==> src/rtl/snoop_bcast_merge.sv <==
// ACE snoop fan-out/fan-in: broadcasts one AC request to the enabled cached
// masters, merges their CR responses and returns a single response upstream.
module snoop_bcast_merge #(
  parameter int unsigned NumPorts  = 2,
  parameter int unsigned AddrWidth = 64,
  parameter int unsigned IdxWidth  = (NumPorts > 1) ? $clog2(NumPorts) : 1
) (
  input  logic                  clk_i,
  input  logic                  rst_i,
  input  logic [NumPorts-1:0]   port_en_i,
  input  logic                  ac_valid_i,
  output logic                  ac_ready_o,
  input  logic [AddrWidth-1:0]  ac_addr_i,
  input  logic [3:0]            ac_snoop_i,
  input  logic [2:0]            ac_prot_i,
  output logic [NumPorts-1:0]   ac_valid_o,
  input  logic [NumPorts-1:0]   ac_ready_i,
  output logic [AddrWidth-1:0]  ac_addr_o,
  output logic [3:0]            ac_snoop_o,
  output logic [2:0]            ac_prot_o,
  input  logic [NumPorts-1:0]   cr_valid_i,
  output logic [NumPorts-1:0]   cr_ready_o,
  input  logic [NumPorts*5-1:0] cr_resp_i,
  output logic                  cr_valid_o,
  input  logic                  cr_ready_i,
  output logic [4:0]            cr_resp_o,
  output logic [IdxWidth-1:0]   cr_src_o
);

  typedef enum logic [1:0] {IDLE, BUSY, RESP} stateT;

  stateT                 state;
  logic [NumPorts-1:0]   acPend;
  logic [NumPorts-1:0]   crPend;
  logic [AddrWidth-1:0]  addrQ;
  logic [3:0]            snoopQ;
  logic [2:0]            protQ;
  logic [4:0]            mergedResp;
  logic [IdxWidth-1:0]   srcIdx;
  logic                  srcFound;

  logic [NumPorts-1:0]   acFire;
  logic [NumPorts-1:0]   crFire;
  logic [NumPorts-1:0]   acPendNxt;
  logic [NumPorts-1:0]   crPendNxt;
  logic [4:0]            respOr;
  logic                  dirtyAny;
  logic                  dirtyMulti;
  logic                  dirtyErr;
  logic                  dataHit;
  logic [IdxWidth-1:0]   dataIdx;

  function automatic logic isReserved(input logic [3:0] snoop);
    case (snoop)
      4'b0100, 4'b0101, 4'b0110, 4'b1010, 4'b1100: return 1'b1;
      default:                                     return 1'b0;
    endcase
  endfunction

  assign ac_ready_o = (state == IDLE);
  assign ac_valid_o = acPend;
  assign cr_ready_o = crPend & ~acPend;
  assign cr_valid_o = (state == RESP);
  assign cr_resp_o  = mergedResp;
  assign cr_src_o   = srcIdx;
  assign ac_addr_o  = addrQ;
  assign ac_snoop_o = snoopQ;
  assign ac_prot_o  = protQ;

  // A second passDirty, whether in this cycle or on top of an earlier one,
  // is a coherence violation and raises the merged error bit.
  always_comb begin
    acFire     = acPend & ac_ready_i;
    crFire     = crPend & ~acPend & cr_valid_i;
    acPendNxt  = acPend & ~acFire;
    crPendNxt  = crPend & ~crFire;
    respOr     = '0;
    dirtyAny   = 1'b0;
    dirtyMulti = 1'b0;
    dataHit    = 1'b0;
    dataIdx    = '0;
    for (int unsigned i = 0; i < NumPorts; i++) begin
      if (crFire[i]) begin
        respOr = respOr | cr_resp_i[5*i +: 5];
        if (cr_resp_i[5*i+2]) begin
          dirtyMulti = dirtyMulti | dirtyAny;
          dirtyAny   = 1'b1;
        end
        if (cr_resp_i[5*i] && !dataHit) begin
          dataHit = 1'b1;
          dataIdx = IdxWidth'(i);
        end
      end
    end
    dirtyErr = dirtyMulti | (dirtyAny & mergedResp[2]);
  end

  always_ff @(posedge clk_i) begin
    if (rst_i) begin
      state      <= IDLE;
      acPend     <= '0;
      crPend     <= '0;
      addrQ      <= '0;
      snoopQ     <= '0;
      protQ      <= '0;
      mergedResp <= '0;
      srcIdx     <= '0;
      srcFound   <= 1'b0;
    end else begin
      case (state)
        IDLE: begin
          if (ac_valid_i) begin
            addrQ    <= ac_addr_i;
            snoopQ   <= ac_snoop_i;
            protQ    <= ac_prot_i;
            srcIdx   <= '0;
            srcFound <= 1'b0;
            if (isReserved(ac_snoop_i)) begin
              acPend     <= '0;
              crPend     <= '0;
              mergedResp <= 5'b00010;
              state      <= RESP;
            end else begin
              acPend     <= port_en_i;
              crPend     <= port_en_i;
              mergedResp <= '0;
              state      <= (port_en_i == '0) ? RESP : BUSY;
            end
          end
        end
        BUSY: begin
          acPend     <= acPendNxt;
          crPend     <= crPendNxt;
          mergedResp <= mergedResp | respOr | {3'b000, dirtyErr, 1'b0};
          if (dataHit && !srcFound) begin
            srcIdx   <= dataIdx;
            srcFound <= 1'b1;
          end
          if (acPendNxt == '0 && crPendNxt == '0) state <= RESP;
        end
        RESP: begin
          if (cr_ready_i) state <= IDLE;
        end
        default: state <= IDLE;
      endcase
    end
  end

endmodule
==> config.mk <==
export PLATFORM = sky130hd
export DESIGN_NAME = snoop_bcast_merge
export DESIGN_NICKNAME = d
export VERILOG_FILES = /design/src/rtl/snoop_bcast_merge.sv
export SDC_FILE = /design/constraint.sdc
export NUM_CORES = 1
export LEC_CHECK = 0
export CAP_MARGIN = 40
export CORE_UTILIZATION = 41
export CTS_CLUSTER_SIZE = 25
export DETAILED_ROUTE_END_ITERATION = 6
export HOLD_SLACK_MARGIN = 0.03
export PLACE_DENSITY = 0.84
export SLEW_MARGIN = 30
export SYNTH_ARGS = -nofsm -noshare
export SYNTH_HDL_FRONTEND = slang
export SYNTH_SLANG_ARGS = --single-unit
export TNS_END_PERCENT = 30
==> constraint.sdc <==
create_clock -name clk_i -period 2.1 [get_ports clk_i]
set_input_delay 0.315 -clock clk_i [delete_from_list [all_inputs] [get_ports clk_i]]
set_output_delay 0.315 -clock clk_i [all_outputs]
set_load 0.03 [all_outputs]
==> flow_metrics.py, run 1 <==
metrics = {
    "sta": {
        "fin_hold_ws_ps": 456,
        "layout_min_cycle_time_ps": 2000,
        "slew_violations": 0,
        "timing.final.crit_share_pct": 95.3,
        "fmax_mhz": 500,
        "fin_tns_setup_ps": 0,
        "setup_viol": 0,
        "hold_viol": 0,
        "rsz0062_at_grt": "no",
        "slew_headroom_pct": 52.1,
        "finClkSkew_ps": 12.3,
        "worst_pin_slew_ps": 719,
    },
    "drt": {
        "drtAntennaViolNets": 0,
        "first_pass_iters": 4,
        "drt_iter0_drc": 103,
        "wirelength_um": 8730,
        "viasPerCell": 4.85,
        "drcViolationCount": 0,
        "vias": 3194,
        "wire_per_inst_um": 13.3,
    },
    "power_and_ir_drop": {
        "power_mw": 3.86,
        "vdd_drop_max_uv": 418,
        "p_leak_nw": 1.90,
        "power_frac_seq_pct": 45.9,
        "power.share.clock_pct": 28.9,
        "p_sw_share_pct": 29.2,
        "intPower_mw": 2.73,
        "p_switching_mw": 1.13,
        "p_per_area_nw_per_um2": 751,
        "pwr-share-comb_pct": 25.2,
    },
    "cells_and_area": {
        "nets": 646,
        "fin_area_um2": 5130,
        "layout-drive-gt1-share_pct": 5.19,
        "area_growth_pct": 62.7,
        "antenna_cells": 0,
        "fillers": 608,
        "fin_cells": 658,
    },
    "global_route": {
        "grt_pass1_vias": 3030,
        "track_usage_pct": 21.7,
        "grt_start_max_net_pins": 42,
        "antenna_found_initial": 0,
        "overflow": 0,
        "grt_pass1_wl_um": 14500,
    },
    "worst_hold_path": {
        "whs_path_depth": 2,
        "hold_class": "reg -> reg",
        "hp-start": "ac_addr_o[17]",
        "min_to": "ac_addr_o[17]",
    },
    "yosys": {
        "syn-cell-area_um2": 3160,
        "synth_top_area_share_pct": 53.3,
        "ys_warn_count": 0,
        "synth_area_per_cell_um2": 8.11,
        "ys_seq_area_share_pct": 53.3,
        "synth_edf_count": 0,
        "yosys.cell_count.top_type": "nand2_1",
        "yosys_most_used_dff": "dfxtp_1",
        "ys_seq_elements": 84,
        "synth_common_cells": "nand2_1, dfxtp_1, a21oi_1",
        "ys_async_sr_fraction_pct": 0,
        "synth_area_leaders": "dfxtp_1, nand2_1, a21oi_1",
        "netlist_instances": 389,
        "synth_top_area_cell": "dfxtp_1",
        "syn-num-nets": 480,
        "synth_cell_types": 38,
    },
    "worst_setup_path": {
        "crit_path_max_fanout": 6,
        "start_kind": "register",
        "crit_type": "reg -> out",
        "worstReg2RegStart": "state[0]",
        "cp-end-kind": "output pin",
        "rr_worst_depth": 5,
        "required_ps": 1780,
        "crit_arrival_ps": 1690,
        "slowest_stage": "clkdlybuf4s50_1",
        "crit_chain": "nor2b_1 -> clkdlybuf4s50_1",
        "r2r_slack_ps": 630,
        "r2r_end": "ac_addr_o[51]",
        "slowest_delay_ps": 710,
    },
    "placed_design": {
        "hpwl_um": 6280,
        "gp_congestion": 0.762,
        "io_buffer_count": 173,
        "placed_cells": 643,
        "dpl-instance-area_um2": 4940,
    },
    "floorplan": {
        "die_area_um2": 8050,
        "pin_count": 174,
        "die_h_um": 89.7,
        "die_width_um": 89.7,
        "floorplan.initialDensity_pct": 43.0,
        "core_region_area_um2": 7330,
        "placementRows": 31,
    },
    "clock_network": {
        "cts_resized": 0,
        "clk_latency_ps": 330,
        "htree_levels": 3,
        "hold_buffers": 0,
        "post_cts_buffers": 0,
        "numClockSinks": 84,
        "cts.clk_slew.worst_paths_ps": 80,
        "root_buffer": "clkbuf_8",
        "numCtsBuffers": 9,
        "cts_buffer_depth": 2,
        "cts_tree": "built",
    },
    "run": {
        "maxCapViolCount": 0,
    },
    "outcome": {
        "status": "finished clean",
    },
}
per-stage QoR:
step                worst slack, ps  util, %
floorplan                       452        -
global placement                312     67.4
detailed placement              254     67.4
CTS                            83.0     70.0
global route                   46.0     70.0
finish                         99.5     70.0
how the worst max path moves through the flow:
stage	from	to	slack, ps	depth (start not counted)
3_3_place_gp	ac_valid_i	cr_resp_o[1]	310	5
6_report	state[1]	cr_valid_o	100	2
4_1_cts	state[1]	cr_valid_o	80	2
2_1_floorplan	ac_valid_o[0]	cr_resp_o[1]	450	4
3_5_place_dp	ac_valid_i	cr_resp_o[1]	250	5
5_1_grt	state[1]	cr_valid_o	50	2
logic make-up (layout without fill, tap and decap cells):
logic type                 Yosys count  after routing  share of synthesized area, %
AOI/OAI and AO/OA                  103            103                          18.5
adders and majority gates            1              1                         0.357
DFF                                 84             84                          53.3
muxes                                1              1                         0.317
and+or+nand+nor                    174            174                          22.9
buffers and inverters               26            196                          4.60
sequential cells by signal, summed over array words and instances (netlist names):
register	cells
crPend	2
ac_addr_o	64
srcFound	1
cr_src_o	1
ac_snoop_o	4
state	2
cr_resp_o	5
ac_prot_o	3
ac_valid_o	2
power by group through the flow:
stage          Sequential [mW]  Clock [mW]  Combinational (mW)
2_1_floorplan             2.01           0               0.306
3_3_place_gp              1.80           0               0.964
3_5_place_dp              1.81           0               0.976
4_1_cts                   1.77        1.15               0.982
5_1_grt                   1.79        1.21                1.04
6_report                  1.77        1.11               0.973
routing by layer:
layer  up-vias  track usage (%)  part of all wire, %
met5         -                0                    0
met1      1457             25.9                   42
met4         0             7.10                  1.6
li1       1617                -                    -
met2       108             37.8                   50
met3        12             5.84                  6.5
critical path, delay by kind of cell (launching register included):
family	cells	cell delay, ps
buf+inv	1	710
flops	1	450
simple gates	1	200
cells in the final DEF (no fill, tap or decap), types with 2 or more instances in the layout:
| cell | instances |
|---|---|
| clkdlybuf4s50_1 | 172 |
| nand2_1 | 151 |
| dfxtp_1 | 84 |
| a21oi_1 | 80 |
| clkbuf_8 | 10 |
| nor2_1 | 6 |
| nor2b_1 | 6 |
| buf_4 | 5 |
| a22oi_1 | 4 |
| nand2b_1 | 3 |
| and3b_2 | 2 |
| a22o_1 | 2 |
| o211ai_1 | 2 |
| o21ai_1 | 2 |
| o21ai_0 | 2 |
| clkinvlp_4 | 2 |
| buf_12 | 2 |
layout make-up:
type | instances | area (µm²) | share of cell area, %
tap | 99 | 124 | 2.41
clock inverter | 4 | 50.0 | 0.975
clock buffer | 11 | 141 | 2.75
timing repair buffer | 180 | 1800 | 35.1
sequential | 84 | 1680 | 32.8
inverter | 1 | 3.75 | 0.0731
multi-input combinational | 279 | 1330 | 25.9
Power figures use the tool's default switching activity.
==> run 2, diff against run 1 <==
--- a/config.mk
+++ b/config.mk
@@ -6,11 +6,11 @@
 export NUM_CORES = 1
 export LEC_CHECK = 0
 export CAP_MARGIN = 40
-export CORE_UTILIZATION = 41
+export CORE_UTILIZATION = 38
 export CTS_CLUSTER_SIZE = 25
 export DETAILED_ROUTE_END_ITERATION = 6
 export HOLD_SLACK_MARGIN = 0.03
-export PLACE_DENSITY = 0.84
+export PLACE_DENSITY = 0.79
 export SLEW_MARGIN = 30
 export SYNTH_ARGS = -nofsm -noshare
 export SYNTH_HDL_FRONTEND = slang
==> constraint.sdc (replaced) <==
create_clock -name clk_i -period 2.28 [get_ports clk_i]
set_input_delay 0.342 -clock clk_i [delete_from_list [all_inputs] [get_ports clk_i]]
set_output_delay 0.342 -clock clk_i [all_outputs]
set_load 0.03 [all_outputs]
==> run 2 against run 1 <==
Net effect:
- final cell count rose by 0.30%
- setup slack improved by 130 ps
- clock skew fell by 7.6 ps
- sequential share of layout area fell by 0.63 points
- routed wire length fell by 0.50%
- critical path type unchanged
- critical endpoint unchanged
==> flow_metrics.py, run 2 (synthesis gave the netlist of run 1 again) <==
metrics = {
    "outcome": {
        "status": "finished clean",
    },
    "worst_setup_path": {
        "crit_path_max_fanout": 6,
        "crit_type": "reg -> out",
        "rr_worst_depth": 5,
        "required_ps": 1940,
        "r2r_end": "ac_addr_o[49]",
        "crit_family": "buffers and inverters",
        "slowest_delay_ps": 710,
        "cp_num_buf_inv": 1,
        "crit_arrival_ps": 1700,
        "worstReg2RegStart": "state[0]",
        "crit_chain": "nor2b_1 -> clkdlybuf4s50_1",
        "start_kind": "register",
        "slowest_stage": "clkdlybuf4s50_1",
        "cp-end-kind": "output pin",
        "r2r_slack_ps": 630,
    },
    "sta": {
        "slew_violations": 0,
        "layout_setup_ws_ps": 234,
        "timing.final.crit_share_pct": 89.7,
        "slew_headroom_pct": 57.1,
        "layout_min_cycle_time_ps": 2050,
        "worst_pin_slew_ps": 641,
        "fin_tns_setup_ps": 0,
        "hold_viol": 0,
        "finClkSkew_ps": 4.75,
        "setup_viol": 0,
        "fmax_mhz": 489,
        "rsz0062_at_grt": "no",
    },
    "clock_network": {
        "cts.clk_slew.worst_paths_ps": 80,
        "hold_buffers": 0,
        "root_buffer": "clkbuf_8",
        "numClockSinks": 84,
        "numCtsBuffers": 9,
        "cts_buffer_depth": 2,
        "post_cts_buffers": 0,
        "cts_resized": 0,
        "cts_tree": "built",
        "clk_latency_ps": 340,
        "htree_levels": 3,
    },
    "cells_and_area": {
        "multiInputGateArea_um2": 1330,
        "layout-drive-gt1-share_pct": 5.20,
        "fillers": 661,
        "largest_reg_flops": 64,
        "antenna_cells": 0,
        "most-common-layout-cells": "clkdlybuf4s50_1, nand2_1, dfxtp_1, a21oi_1, clkbuf_8",
        "area_growth_pct": 65.9,
        "final-seq-area_um2": 1680,
        "final_common_cell": "clkdlybuf4s50_1",
        "final_util_pct": 66.4,
        "nets": 645,
    },
    "floorplan": {
        "die_width_um": 93.1,
        "core_region_area_um2": 7890,
        "die_h_um": 93.1,
        "die_area_um2": 8670,
        "floorplan.initialDensity_pct": 40.0,
        "placementRows": 32,
        "pin_count": 174,
    },
    "power_and_ir_drop": {
        "p_per_area_nw_per_um2": 750,
        "vdd_drop_max_uv": 428,
        "p_leak_nw": 1.95,
    },
    "drt": {
        "wire_per_inst_um": 13.2,
        "drcViolationCount": 0,
        "drtAntennaViolNets": 0,
        "viasPerCell": 4.84,
        "vias": 3197,
        "first_pass_iters": 5,
        "drt_iter0_drc": 121,
        "wirelength_um": 8690,
    },
    "global_route": {
        "grtUsageMet3_pct": 7.40,
        "use_met2_pct": 34.0,
        "busiest_layer": "met2",
        "antenna_found_initial": 0,
        "grt_pass1_vias": 3114,
        "use_met1_pct": 22.6,
        "overflow": 0,
        "grt_start_max_net_pins": 87,
        "track_usage_pct": 20.1,
        "grt_pass1_wl_um": 13900,
    },
    "placed_design": {
        "dp_slack_ps": 326,
        "gp_congestion": 0.753,
        "hpwl_um": 6130,
        "io_buffer_count": 173,
    },
    "worst_hold_path": {
        "hp-start": "ac_addr_o[11]",
        "min_to": "ac_addr_o[11]",
        "hold_class": "reg -> reg",
        "whs_path_depth": 2,
    },
    "run": {
        "maxCapViolCount": 0,
    },
}
run 2: worst max-delay path by stage:
stage	end	cells after the start	slack (ps)	startpoint
after floorplan	cr_resp_o[1]	4	630	ac_valid_o[0]
after global placement	ac_addr_o[55]	5	420	ac_valid_i
after detailed placement	ac_addr_o[56]	5	330	ac_valid_i
after CTS	cr_valid_o	2	210	state[1]
after global routing	cr_valid_o	2	120	state[1]
final	cr_valid_o	2	230	state[1]
run 2: metrics by stage:
stage | hold WS [ps] | power [mW] | instance area, µm² | cells
floorplan | 436 | 2.13 | 3160 | 389
global placement | 441 | 2.55 | 4960 | 645
detailed placement | 446 | 2.57 | 4960 | 645
CTS | 457 | 3.97 | 5240 | 660
global route | 475 | 4.12 | 5240 | 660
finish | 455 | 3.93 | 5240 | 660
run 2: area by class of cell:
class	count	share of cell area, %
repair buffers	179	34.8
flip-flops and latches	84	32.1
multi-input cells	279	25.4
clock buffers	11	2.89
well taps	102	2.44
clock inverters	4	2.29
inverters	1	0.0717
run 2: routing by layer:
layer / share of wire, % / routed length, µm
met5: 0 / 0
met3: 9.2 / 798
met1: 41 / 3530
met2: 48 / 4190
met4: 1.9 / 165
run 2: report_power, final:
group | leakage (nW) | switching, mW | internal, mW | total (mW)
logic | 1.12 | 0.482 | 0.421 | 0.903
registers | 0.689 | 0.0582 | 1.57 | 1.63
clock network | 0.136 | 0.503 | 0.893 | 1.40
run 2: worst min-delay path: cells and delay by family (launching register included):
kind | cells | cell delay, ps
AND/OR/NAND/NOR | 1 | 50
flip-flops | 1 | 310
AO/OA/AOI/OAI | 1 | 50
==> run 3, diff against run 2 <==
--- a/config.mk
+++ b/config.mk
@@ -11,7 +11,7 @@
 export DETAILED_ROUTE_END_ITERATION = 6
 export HOLD_SLACK_MARGIN = 0.03
 export PLACE_DENSITY = 0.79
-export SLEW_MARGIN = 30
+export SLEW_MARGIN = 10
 export SYNTH_ARGS = -nofsm -noshare
 export SYNTH_HDL_FRONTEND = slang
 export SYNTH_SLANG_ARGS = --single-unit
==> results of run 3 <==
Final layout, timing and power as in run 2 (identical DEF).
